[src/rtl/ir_pkg.sv]
// Shared types, timing windows and command codes for the NEC IR decoder.
package ir_pkg;

    typedef enum logic [2:0] {
        IDLE,
        LEAD_MARK,
        LEAD_SPACE,
        BIT_MARK,
        BIT_SPACE,
        STOP_MARK,
        REP_MARK
    } ir_state_e;

    localparam int DUR_W = 11;
    typedef logic [DUR_W-1:0] dur_t;

    // Phase windows in ticks, both ends inclusive.
    localparam int LEAD_MARK_MIN  = 800;
    localparam int LEAD_MARK_MAX  = 1000;
    localparam int LEAD_SPACE_MIN = 400;
    localparam int LEAD_SPACE_MAX = 500;
    localparam int REP_SPACE_MIN  = 200;
    localparam int REP_SPACE_MAX  = 250;
    localparam int MARK_MIN       = 40;
    localparam int MARK_MAX       = 70;
    localparam int ZERO_MIN       = 40;
    localparam int ZERO_MAX       = 70;
    localparam int ONE_MIN        = 140;
    localparam int ONE_MAX        = 200;

    localparam logic [7:0] CMD_FWD   = 8'h02;
    localparam logic [7:0] CMD_LEFT  = 8'h08;
    localparam logic [7:0] CMD_BRAKE = 8'h10;
    localparam logic [7:0] CMD_RIGHT = 8'h20;
    localparam logic [7:0] CMD_BACK  = 8'h80;

    // Received word as shifted in LSB first: addr lands in the low byte.
    typedef struct packed {
        logic [7:0] cmd_n;
        logic [7:0] cmd;
        logic [7:0] addr_n;
        logic [7:0] addr;
    } nec_frame_t;

    function automatic logic in_win(input dur_t d, input int lo, input int hi);
        return (d >= dur_t'(lo)) && (d <= dur_t'(hi));
    endfunction

endpackage

[src/rtl/ir_nec_decoder_if.sv]
// IR line in, decoded command bus and event pulses out.
interface ir_nec_decoder_if;
    logic       ir_rx_n;
    logic [7:0] ir_cmd;
    logic [7:0] ir_addr;
    logic       cmd_valid;
    logic       repeat_pulse;
    logic       frame_err;

    modport master (
        input  ir_rx_n,
        output ir_cmd, ir_addr, cmd_valid, repeat_pulse, frame_err
    );

    modport slave (
        output ir_rx_n,
        input  ir_cmd, ir_addr, cmd_valid, repeat_pulse, frame_err
    );
endinterface

[src/rtl/ir_edge_timer.sv]
// Synchronises the IR line, flags mark/space edges and times each phase in ticks.
module ir_edge_timer
    import ir_pkg::*;
#(
    parameter int TICK_DIV = 500
) (
    input  logic clk,
    input  logic rst,
    input  logic rx_n,
    output logic mark_start,
    output logic mark_end,
    output logic space_end,
    output logic tick,
    output dur_t dur
);
    localparam int PW = (TICK_DIV > 1) ? $clog2(TICK_DIV) : 1;

    logic [PW-1:0] pre_cnt;
    logic          sync1, sync2, edge_q, edge_det;

    // Idle line is space (1), so the chain resets high to avoid a fake edge.
    always_ff @(posedge clk or posedge rst) begin
        if (rst) begin
            sync1  <= 1'b1;
            sync2  <= 1'b1;
            edge_q <= 1'b1;
        end else begin
            sync1  <= rx_n;
            sync2  <= sync1;
            edge_q <= sync2;
        end
    end

    assign edge_det   = sync2 ^ edge_q;
    assign mark_start = edge_det & ~sync2;
    assign mark_end   = edge_det & sync2;
    assign space_end  = mark_start;
    assign tick       = (pre_cnt == PW'(TICK_DIV - 1));

    always_ff @(posedge clk or posedge rst) begin
        if (rst) begin
            pre_cnt <= '0;
            dur     <= '0;
        end else begin
            pre_cnt <= tick ? '0 : pre_cnt + PW'(1);
            if (edge_det)
                dur <= '0;
            else if (tick && dur != '1)
                dur <= dur + dur_t'(1);
        end
    end

endmodule

[src/rtl/ir_nec_decoder.sv]
// NEC frame/repeat decoder with a held command output that clears after a hold timeout.
module ir_nec_decoder
    import ir_pkg::*;
#(
    parameter int TICK_DIV      = 500,
    parameter int HOLD_TICKS    = 12000,
    parameter int TIMEOUT_TICKS = 1100
) (
    input  logic             clk,
    input  logic             rst,
    ir_nec_decoder_if.master bus
);
    logic       mark_start, mark_end, space_end, tick;
    dur_t       dur;
    ir_state_e  state;
    logic [4:0] bit_cnt;
    logic [31:0] shreg;
    logic [13:0] hold_cnt;
    logic [7:0] cmd_q, addr_q;
    logic       valid_q, rep_q, err_q;
    nec_frame_t frm;

    ir_edge_timer #(.TICK_DIV(TICK_DIV)) u_timer (
        .clk        (clk),
        .rst        (rst),
        .rx_n       (bus.ir_rx_n),
        .mark_start (mark_start),
        .mark_end   (mark_end),
        .space_end  (space_end),
        .tick       (tick),
        .dur        (dur)
    );

    assign frm = nec_frame_t'(shreg);

    always_ff @(posedge clk or posedge rst) begin
        if (rst) begin
            state    <= IDLE;
            bit_cnt  <= '0;
            shreg    <= '0;
            hold_cnt <= '0;
            cmd_q    <= '0;
            addr_q   <= '0;
            valid_q  <= 1'b0;
            rep_q    <= 1'b0;
            err_q    <= 1'b0;
        end else begin
            valid_q <= 1'b0;
            rep_q   <= 1'b0;
            err_q   <= 1'b0;

            // Hold expiry sits ahead of the FSM so a same-cycle accept overrides it.
            if (cmd_q != 8'h00 && tick) begin
                if (hold_cnt == 14'(HOLD_TICKS - 1)) begin
                    cmd_q    <= 8'h00;
                    hold_cnt <= '0;
                end else begin
                    hold_cnt <= hold_cnt + 14'(1);
                end
            end

            case (state)
                IDLE:
                    if (mark_start) state <= LEAD_MARK;
                LEAD_MARK:
                    if (mark_end) begin
                        if (in_win(dur, LEAD_MARK_MIN, LEAD_MARK_MAX)) state <= LEAD_SPACE;
                        else begin err_q <= 1'b1; state <= IDLE; end
                    end
                LEAD_SPACE:
                    if (space_end) begin
                        if (in_win(dur, LEAD_SPACE_MIN, LEAD_SPACE_MAX)) begin
                            bit_cnt <= '0;
                            state   <= BIT_MARK;
                        end else if (in_win(dur, REP_SPACE_MIN, REP_SPACE_MAX)) begin
                            state <= REP_MARK;
                        end else begin
                            err_q <= 1'b1;
                            state <= IDLE;
                        end
                    end
                BIT_MARK:
                    if (mark_end) begin
                        if (in_win(dur, MARK_MIN, MARK_MAX)) state <= BIT_SPACE;
                        else begin err_q <= 1'b1; state <= IDLE; end
                    end
                BIT_SPACE:
                    if (space_end) begin
                        if (in_win(dur, ZERO_MIN, ZERO_MAX) || in_win(dur, ONE_MIN, ONE_MAX)) begin
                            shreg <= {in_win(dur, ONE_MIN, ONE_MAX), shreg[31:1]};
                            if (bit_cnt == 5'd31) begin
                                state <= STOP_MARK;
                            end else begin
                                bit_cnt <= bit_cnt + 5'd1;
                                state   <= BIT_MARK;
                            end
                        end else begin
                            err_q <= 1'b1;
                            state <= IDLE;
                        end
                    end
                STOP_MARK:
                    if (mark_end) begin
                        if (in_win(dur, MARK_MIN, MARK_MAX) &&
                            (frm.addr ^ frm.addr_n) == 8'hFF &&
                            (frm.cmd ^ frm.cmd_n) == 8'hFF) begin
                            cmd_q    <= frm.cmd;
                            addr_q   <= frm.addr;
                            valid_q  <= 1'b1;
                            hold_cnt <= '0;
                        end else begin
                            err_q <= 1'b1;
                        end
                        state <= IDLE;
                    end
                REP_MARK:
                    if (mark_end) begin
                        if (in_win(dur, MARK_MIN, MARK_MAX)) begin
                            // A repeat with nothing held has nothing to extend.
                            if (cmd_q != 8'h00) begin
                                rep_q    <= 1'b1;
                                hold_cnt <= '0;
                            end
                        end else begin
                            err_q <= 1'b1;
                        end
                        state <= IDLE;
                    end
                default:
                    state <= IDLE;
            endcase

            if (state != IDLE && !mark_start && !mark_end && dur >= dur_t'(TIMEOUT_TICKS)) begin
                err_q <= 1'b1;
                state <= IDLE;
            end
        end
    end

    assign bus.ir_cmd       = cmd_q;
    assign bus.ir_addr      = addr_q;
    assign bus.cmd_valid    = valid_q;
    assign bus.repeat_pulse = rep_q;
    assign bus.frame_err    = err_q;

endmodule

[src/flat_wrapper.sv]
// flat-port wrapper written by rule: the top's interface ports become plain ports
module ir_nec_decoder_flat import ir_pkg::*;
#(
    parameter int TICK_DIV      = 500,
    parameter int HOLD_TICKS    = 12000,
    parameter int TIMEOUT_TICKS = 1100
)
  (clk, rst, bus_ir_rx_n, bus_ir_cmd, bus_ir_addr, bus_cmd_valid, bus_repeat_pulse, bus_frame_err);
  ir_nec_decoder_if bus_i ();
  input  logic clk;
  input  logic rst;
  input wire logic [$bits(bus_i.ir_rx_n)-1:0] bus_ir_rx_n;
  output wire logic [$bits(bus_i.ir_cmd)-1:0] bus_ir_cmd;
  output wire logic [$bits(bus_i.ir_addr)-1:0] bus_ir_addr;
  output wire logic [$bits(bus_i.cmd_valid)-1:0] bus_cmd_valid;
  output wire logic [$bits(bus_i.repeat_pulse)-1:0] bus_repeat_pulse;
  output wire logic [$bits(bus_i.frame_err)-1:0] bus_frame_err;
  assign bus_i.ir_rx_n = bus_ir_rx_n;
  assign bus_ir_cmd = bus_i.ir_cmd;
  assign bus_ir_addr = bus_i.ir_addr;
  assign bus_cmd_valid = bus_i.cmd_valid;
  assign bus_repeat_pulse = bus_i.repeat_pulse;
  assign bus_frame_err = bus_i.frame_err;
  ir_nec_decoder #(.TICK_DIV(TICK_DIV), .HOLD_TICKS(HOLD_TICKS), .TIMEOUT_TICKS(TIMEOUT_TICKS)) u_core (.clk(clk), .rst(rst), .bus(bus_i));
endmodule
[config.mk]
export PLATFORM = sky130hd
export DESIGN_NAME = ir_nec_decoder_flat
export DESIGN_NICKNAME = d
export VERILOG_FILES = /design/src/rtl/ir_pkg.sv /design/src/rtl/ir_nec_decoder_if.sv /design/src/rtl/ir_edge_timer.sv /design/src/rtl/ir_nec_decoder.sv /design/src/flat_wrapper.sv
export SDC_FILE = /design/constraint.sdc
export NUM_CORES = 1
export LEC_CHECK = 0
export BUFFER_PORTS_ARGS = -buffer_cell sky130_fd_sc_hd__buf_2
export CAP_MARGIN = 20
export CORE_MARGIN = 2
export CORE_UTILIZATION = 55
export DETAILED_ROUTE_END_ITERATION = 10
export PLACE_DENSITY = 0.81
export SYNTH_ARGS = -nofsm -noshare
export SYNTH_HDL_FRONTEND = slang
export SYNTH_SLANG_ARGS = --single-unit
[constraint.sdc]
create_clock -name clk -period 5.9 [get_ports clk]
set_input_delay 1.18 -clock clk [delete_from_list [all_inputs] [get_ports clk]]
set_output_delay 1.18 -clock clk [all_outputs]
set_load 0.01 [all_outputs]
==> metrics, run 1 <==
P_int=0.842 mW; Pins Over Slew Limit=0; Crit Path Max Fanout=33; Iteration-0 DRC Markers=207; adder-cell area share of the yosys netlist=0.0201; Flop pwr share=0.586; synth top area cells=dfrtp_1 (47%), mux2_2 (7.0%), nand2_1 (6.0%), xor2_1 (3.9%), nand3_1 (3.1%); Chip Height=99.1 um; Post-synth EDFFs=0; worst path required time=6.17 ns; sequential area share after synthesis=0.484; Final GP Congestion=0.873; DRC errors left=0; post-synthesis compound-gate area fraction=0.115; gr ovfl total=0; H-tree levels=3; Starting Density=0.567; Lkg Pwr=2.61 nW; Hold Vio Cnt, Final=0; Avg WL per Cell=15.6 um; main combinational cell family by area after synthesis=simple AND/OR/NAND/NOR gates; final setup TNS=0 ns; largest net degree at the start of global routing=56; residual antenna-violating net count after detailed routing=0; # port buffers=21; Gate power share=0.034; clock slew at reported path FFs=0.11 ns; status=complete, no violations; post-synthesis mux area share=0.0745; Die ar.=9810 um^2; initial antenna violation count=0; share of cells above drive strength 1=0.167; VDD IR max=0.120 mV; Pre-antenna DRT Iters=6; worst r2r src=u_core.u_timer.dur[5]$_DFFE_PP0P_; Net Switching=0.294 mW; Least-Margin Pin Slew=0.918 ns; cells after synthesis=495; Arr. time, crit path=3.17 ns; most frequent cells in the layout=dfrtp_1 (93), nand2_1 (80), mux2_2 (31), nand3_1 (31), xor2_1 (22); GRT Total Usage=0.211; hold_sp=u_core.u_timer.sync1$_DFF_PP1_; Final Skew=0.0163 ns; Synth area leader=dfrtp_1; fraction of registers with async set/reset=1.00; Via-to-Cell Ratio=6.03; Distinct cells, synth=69; mapped cell area=4970 um^2; Resize count post-CTS=0; row cnt=34; count of final setup violators=0; DR vias=3750; Clock power frac=0.380; post-layout min period=2.91 ns; syn_nets=506; max-cap violations=0; Synth Area in XOR/XNOR=0.0546; first-pass GRT wire length=16900 um; Slew HR=0.388; Sw Ratio=0.259; Die X=99.1 um; worst setup path start=u_core.u_timer.dur[5]$_DFFE_PP0P_; Min Hold Slack=0.362 ns; crit share post-route=0.493; Post-Route WL=9690 um; CTS buffer count=9; Hold/Removal Path Class=flop to flop; Syn Area/Cell=10.0 um^2; Area Growth Syn to Fin=7.35%; CTS Hold Bufs=0; Core ar.=8760 um^2; Reg2Reg Setup Slack=2.99 ns; Post-CTS Setup Bufs=0; endpoint class of the critical path=flop; Top FF cell, synth=dfrtp_1; CTS tree=built; Yosys warnings=0; Pwr Density=213 nW/um^2; FMAX=0.344 GHz; CTS root buffer=clkbuf_8; RSZ-0062 raised after global routing=no; Worst-Skew Late Latency=0.37 ns; Crit Path Class=flop to flop; share of the synthesized area in the top cell type=0.468; Simple-Gate Fraction of Synth Area=0.221; # IOs=22; crit path launch type=flop; most common cell after layout, fill and taps aside=dfrtp_1; # diodes=0; hpwl dp=6850 um; number of global-route vias before repair=3550; Final #Nets=520; number of synthesized register bits=96; CTS sink cnt=96; CTS max path bufs=2
-- power by group through the flow --
stage | combinational, mW | clock [mW] | sequential [mW]
finish | 0.0382 | 0.432 | 0.666
global route | 0.0442 | 0.476 | 0.667
CTS | 0.0389 | 0.445 | 0.666
detailed placement | 0.0387 | 0 | 0.679
global placement | 0.0374 | 0 | 0.679
floorplan | 0.0318 | 0 | 0.675
-- through the flow --
step / cell area (um^2) / utilization / power, mW / setup WS, ns / cells
global placement: 5130 / 0.586 / 0.716 / 3.15 / 606
global route: 5340 / 0.609 / 1.19 / 2.82 / 622
floorplan: 4970 / - / 0.707 / 2.22 / 495
CTS: 5340 / 0.609 / 1.15 / 3.02 / 622
finish: 5340 / 0.609 / 1.14 / 2.99 / 622
detailed placement: 5130 / 0.586 / 0.717 / 3.04 / 606
-- worst paths after layout --
kind | to | depth (start not counted)
max in group asynchronous | u_core.frm[29]$_DFFE_PP0P_ | 3
hold / removal | u_core.u_timer.sync2$_DFF_PP1_ | 0
setup reg to reg | u_core.frm[1]$_DFFE_PP0P_ | 5
hold reg to reg | u_core.u_timer.sync2$_DFF_PP1_ | 0
min in group asynchronous | u_core.u_timer.pre_cnt[0]$_DFF_PP0_ | 2
setup / recovery | u_core.frm[1]$_DFFE_PP0P_ | 5
-- final cells by class --
cell class	instances	area (um^2)
tap	108	135
fill	716	3430
inverter	17	65.1
clock buffer	9	124
timing repair buffer	22	113
multi-input combinational	363	2410
clock inverter	7	81.3
sequential	96	2410
-- sequential cells by signal, indices dropped and copies added, names as in the netlist, 3 cells and up --
register / flops
u_core.hold_cnt: 14
u_core.u_timer.pre_cnt: 9
u_core.state: 3
u_core.frm: 32
u_core.u_timer.dur: 11
u_core.bus.ir_addr: 8
u_core.bit_cnt: 5
u_core.bus.ir_cmd: 8
-- synth_stat cells (3+ instances only) --
master	instances
dfrtp_1	93
a211oi_2	3
o22ai_1	4
mux2_2	31
or3_1	3
nor2_1	19
nand2_1	80
nor3_1	5
xor2_1	22
nor4_1	7
nor2b_1	10
nand2b_1	5
ha_1	8
xnor2_1	9
o21ai_0	16
a22o_1	5
nand4_1	19
dfstp_2	3
a31oi_1	8
buf_2	4
and3_1	8
nand3_1	31
and2_1	7
a21oi_1	11
and4_1	4
inv_1	17
clkbuf_1	10
-- kinds of logic after synthesis --
logic type      after synthesis
buf+inv                      36
fa+ha+maj                     8
mux                          33
simple gates                213
compound gates               78
flops                        96
xor+xnor                     31
-- critical path: stages, from the launching register on --
cell and delay (ns):
dfrtp_1 0.52, or4b_1 0.61, o22ai_1 0.24, a32o_2 0.26
nand3_2 0.62, mux2_1 0.55
-- per-layer routing --
| layer | part of all wire | up-vias | GRT usage |
|---|---|---|---|
| met2 | 0.49 | 82 | 0.346 |
| met3 | 0.030 | 12 | 0.0291 |
| met4 | 0.013 | 0 | 0.0706 |
| li1 | - | 1811 | - |
| met1 | 0.46 | 1845 | 0.291 |
| met5 | 0 | - | 0 |
(Power assumes the default switching activity.)
==> run 2: changes to the inputs <==
- clock period: 5.9 -> 2.79 ns (I/O delays scaled with it)
==> run 2 against run 1 <==
Against the previous run: worst hold slack got worse by 0.13 ns; largest power group unchanged; non-clock buffer count is 15 higher; sequential power grew 110%.
==> metrics, run 2 (synthesis gave the netlist of run 1 again) <==
DR vias=3833; Starting Density=0.567; most frequent cells in the layout=dfrtp_1 (93), nand2_1 (80), mux2_2 (31), nand3_1 (31), xor2_1 (22); Hold Vio Cnt, Final=0; Final GP Congestion=0.910; Die X=99.1 um; CTS buffer count=9; first-pass GRT wire length=17500 um; CTS max path bufs=2; CTS sink cnt=96; endpoint class of the critical path=flop; Sw Ratio=0.265; FMAX=0.404 GHz; Slew HR=0.448; Net Switching=0.642 mW; Lkg Pwr=2.69 nW; Hold/Removal Path Class=input port to asynchronous set/reset pin; Via-to-Cell Ratio=6.02; P_int=1.78 mW; Gate power share=0.036; final cell count without fillers=637; residual antenna-violating net count after detailed routing=0; # diodes=0; Final #Nets=535; CTS root buffer=clkbuf_8; hpwl dp=6960 um; # port buffers=21; Worst-Skew Late Latency=0.40 ns; setup ws final=0.314 ns; gr ovfl total=0; Resize count post-CTS=0; Crit Path Class=flop to flop; Pwr Density=442 nW/um^2; share of cells above drive strength 1=0.191; fin area=5490 um^2; Core ar.=8760 um^2; Iteration-0 DRC Markers=176; most common cell after layout, fill and taps aside=dfrtp_1; pre-CTS setup slack=0.284 ns; GRT Total Usage=0.220; CTS tree=built; Post-Route WL=9860 um; initial antenna violation count=0; Crit Path Max Fanout=13; final setup TNS=0 ns; Least-Margin Pin Slew=0.821 ns; Flop pwr share=0.581; Min Hold Slack=0.227 ns; Pre-antenna DRT Iters=5; Area Growth Syn to Fin=10.4%; clock slew at reported path FFs=0.10 ns; crit path launch type=flop; Die ar.=9810 um^2; Chip Height=99.1 um; RSZ-0062 raised after global routing=no; Pins Over Slew Limit=0; dpl cells=621; row cnt=34; Post-CTS Setup Bufs=0; DRC errors left=0; Final Skew=0.0133 ns; Fill cells=720; # IOs=22; Cell Area, Placed=5280 um^2; largest net degree at the start of global routing=50; worst path required time=3.11 ns; Avg WL per Cell=15.5 um; max-cap violations=0; H-tree levels=3; count of final setup violators=0; CTS Hold Bufs=0; max reg flops=32; Clock power frac=0.384; VDD IR max=0.259 mV; number of global-route vias before repair=3743; Arr. time, crit path=2.80 ns; post-layout min period=2.48 ns; status=complete, no violations; crit share post-route=0.887
-- run 2: final timing paths --
kind,to,start,cells past startpoint,slack [ns]
max in group asynchronous,u_core.frm[26]$_DFFE_PP0P_,rst,4,1.76
min reg2reg,u_core.u_timer.sync2$_DFF_PP1_,u_core.u_timer.sync1$_DFF_PP1_,0,0.36
max reg2reg,u_core.hold_cnt[9]$_DFF_PP0_,u_core.u_timer.dur[6]$_DFFE_PP0P_,6,0.31
min,u_core.u_timer.pre_cnt[5]$_DFF_PP0_,rst,2,0.23
max,u_core.hold_cnt[9]$_DFF_PP0_,u_core.u_timer.dur[6]$_DFFE_PP0P_,6,0.31
min in group clk,u_core.u_timer.sync1$_DFF_PP1_,bus_ir_rx_n,1,0.26
-- run 2: layout make-up --
cell class	instances	area [um^2]	area share
repair buffers	37	263	0.0479
inverters	17	67.6	0.0123
clock buffers	9	124	0.0226
flip-flops and latches	96	2410	0.438
clock inverters	7	81.3	0.0148
well taps	108	135	0.0246
multi-input cells	363	2410	0.439
-- run 2: worst max-delay path, stage by stage, from the launching register on --
cell and delay [ns]:
dfrtp_1 0.56, or4b_1 0.50, o22a_1 0.27, nor4_4 0.37, and2_1 0.47, a211oi_1 0.09, a21oi_1 0.14
-- run 2: power groups by stage --
stage,registers (mW),clock network [mW],logic [mW]
6_report,1.41,0.931,0.0867
5_1_grt,1.41,0.998,0.0992
4_1_cts,1.41,0.941,0.0882
3_5_place_dp,1.44,0,0.0879
3_3_place_gp,1.44,0,0.0862
2_1_floorplan,1.43,0,0.0677
-- run 2: metrics by stage --
stage	power, mW	utilization
2_1_floorplan	1.50	-
3_3_place_gp	1.52	0.603
3_5_place_dp	1.52	0.603
4_1_cts	2.44	0.626
5_1_grt	2.51	0.626
6_report	2.43	0.626
-- run 2: metal layers --
metal  up-vias  routed length [um]  global-route usage
met5         -                   0                   0
met2       101                4750               0.352
met4         0                 150              0.0674
met3        14                 477              0.0539
met1      1874                4480               0.299
li1       1844                   -                   -
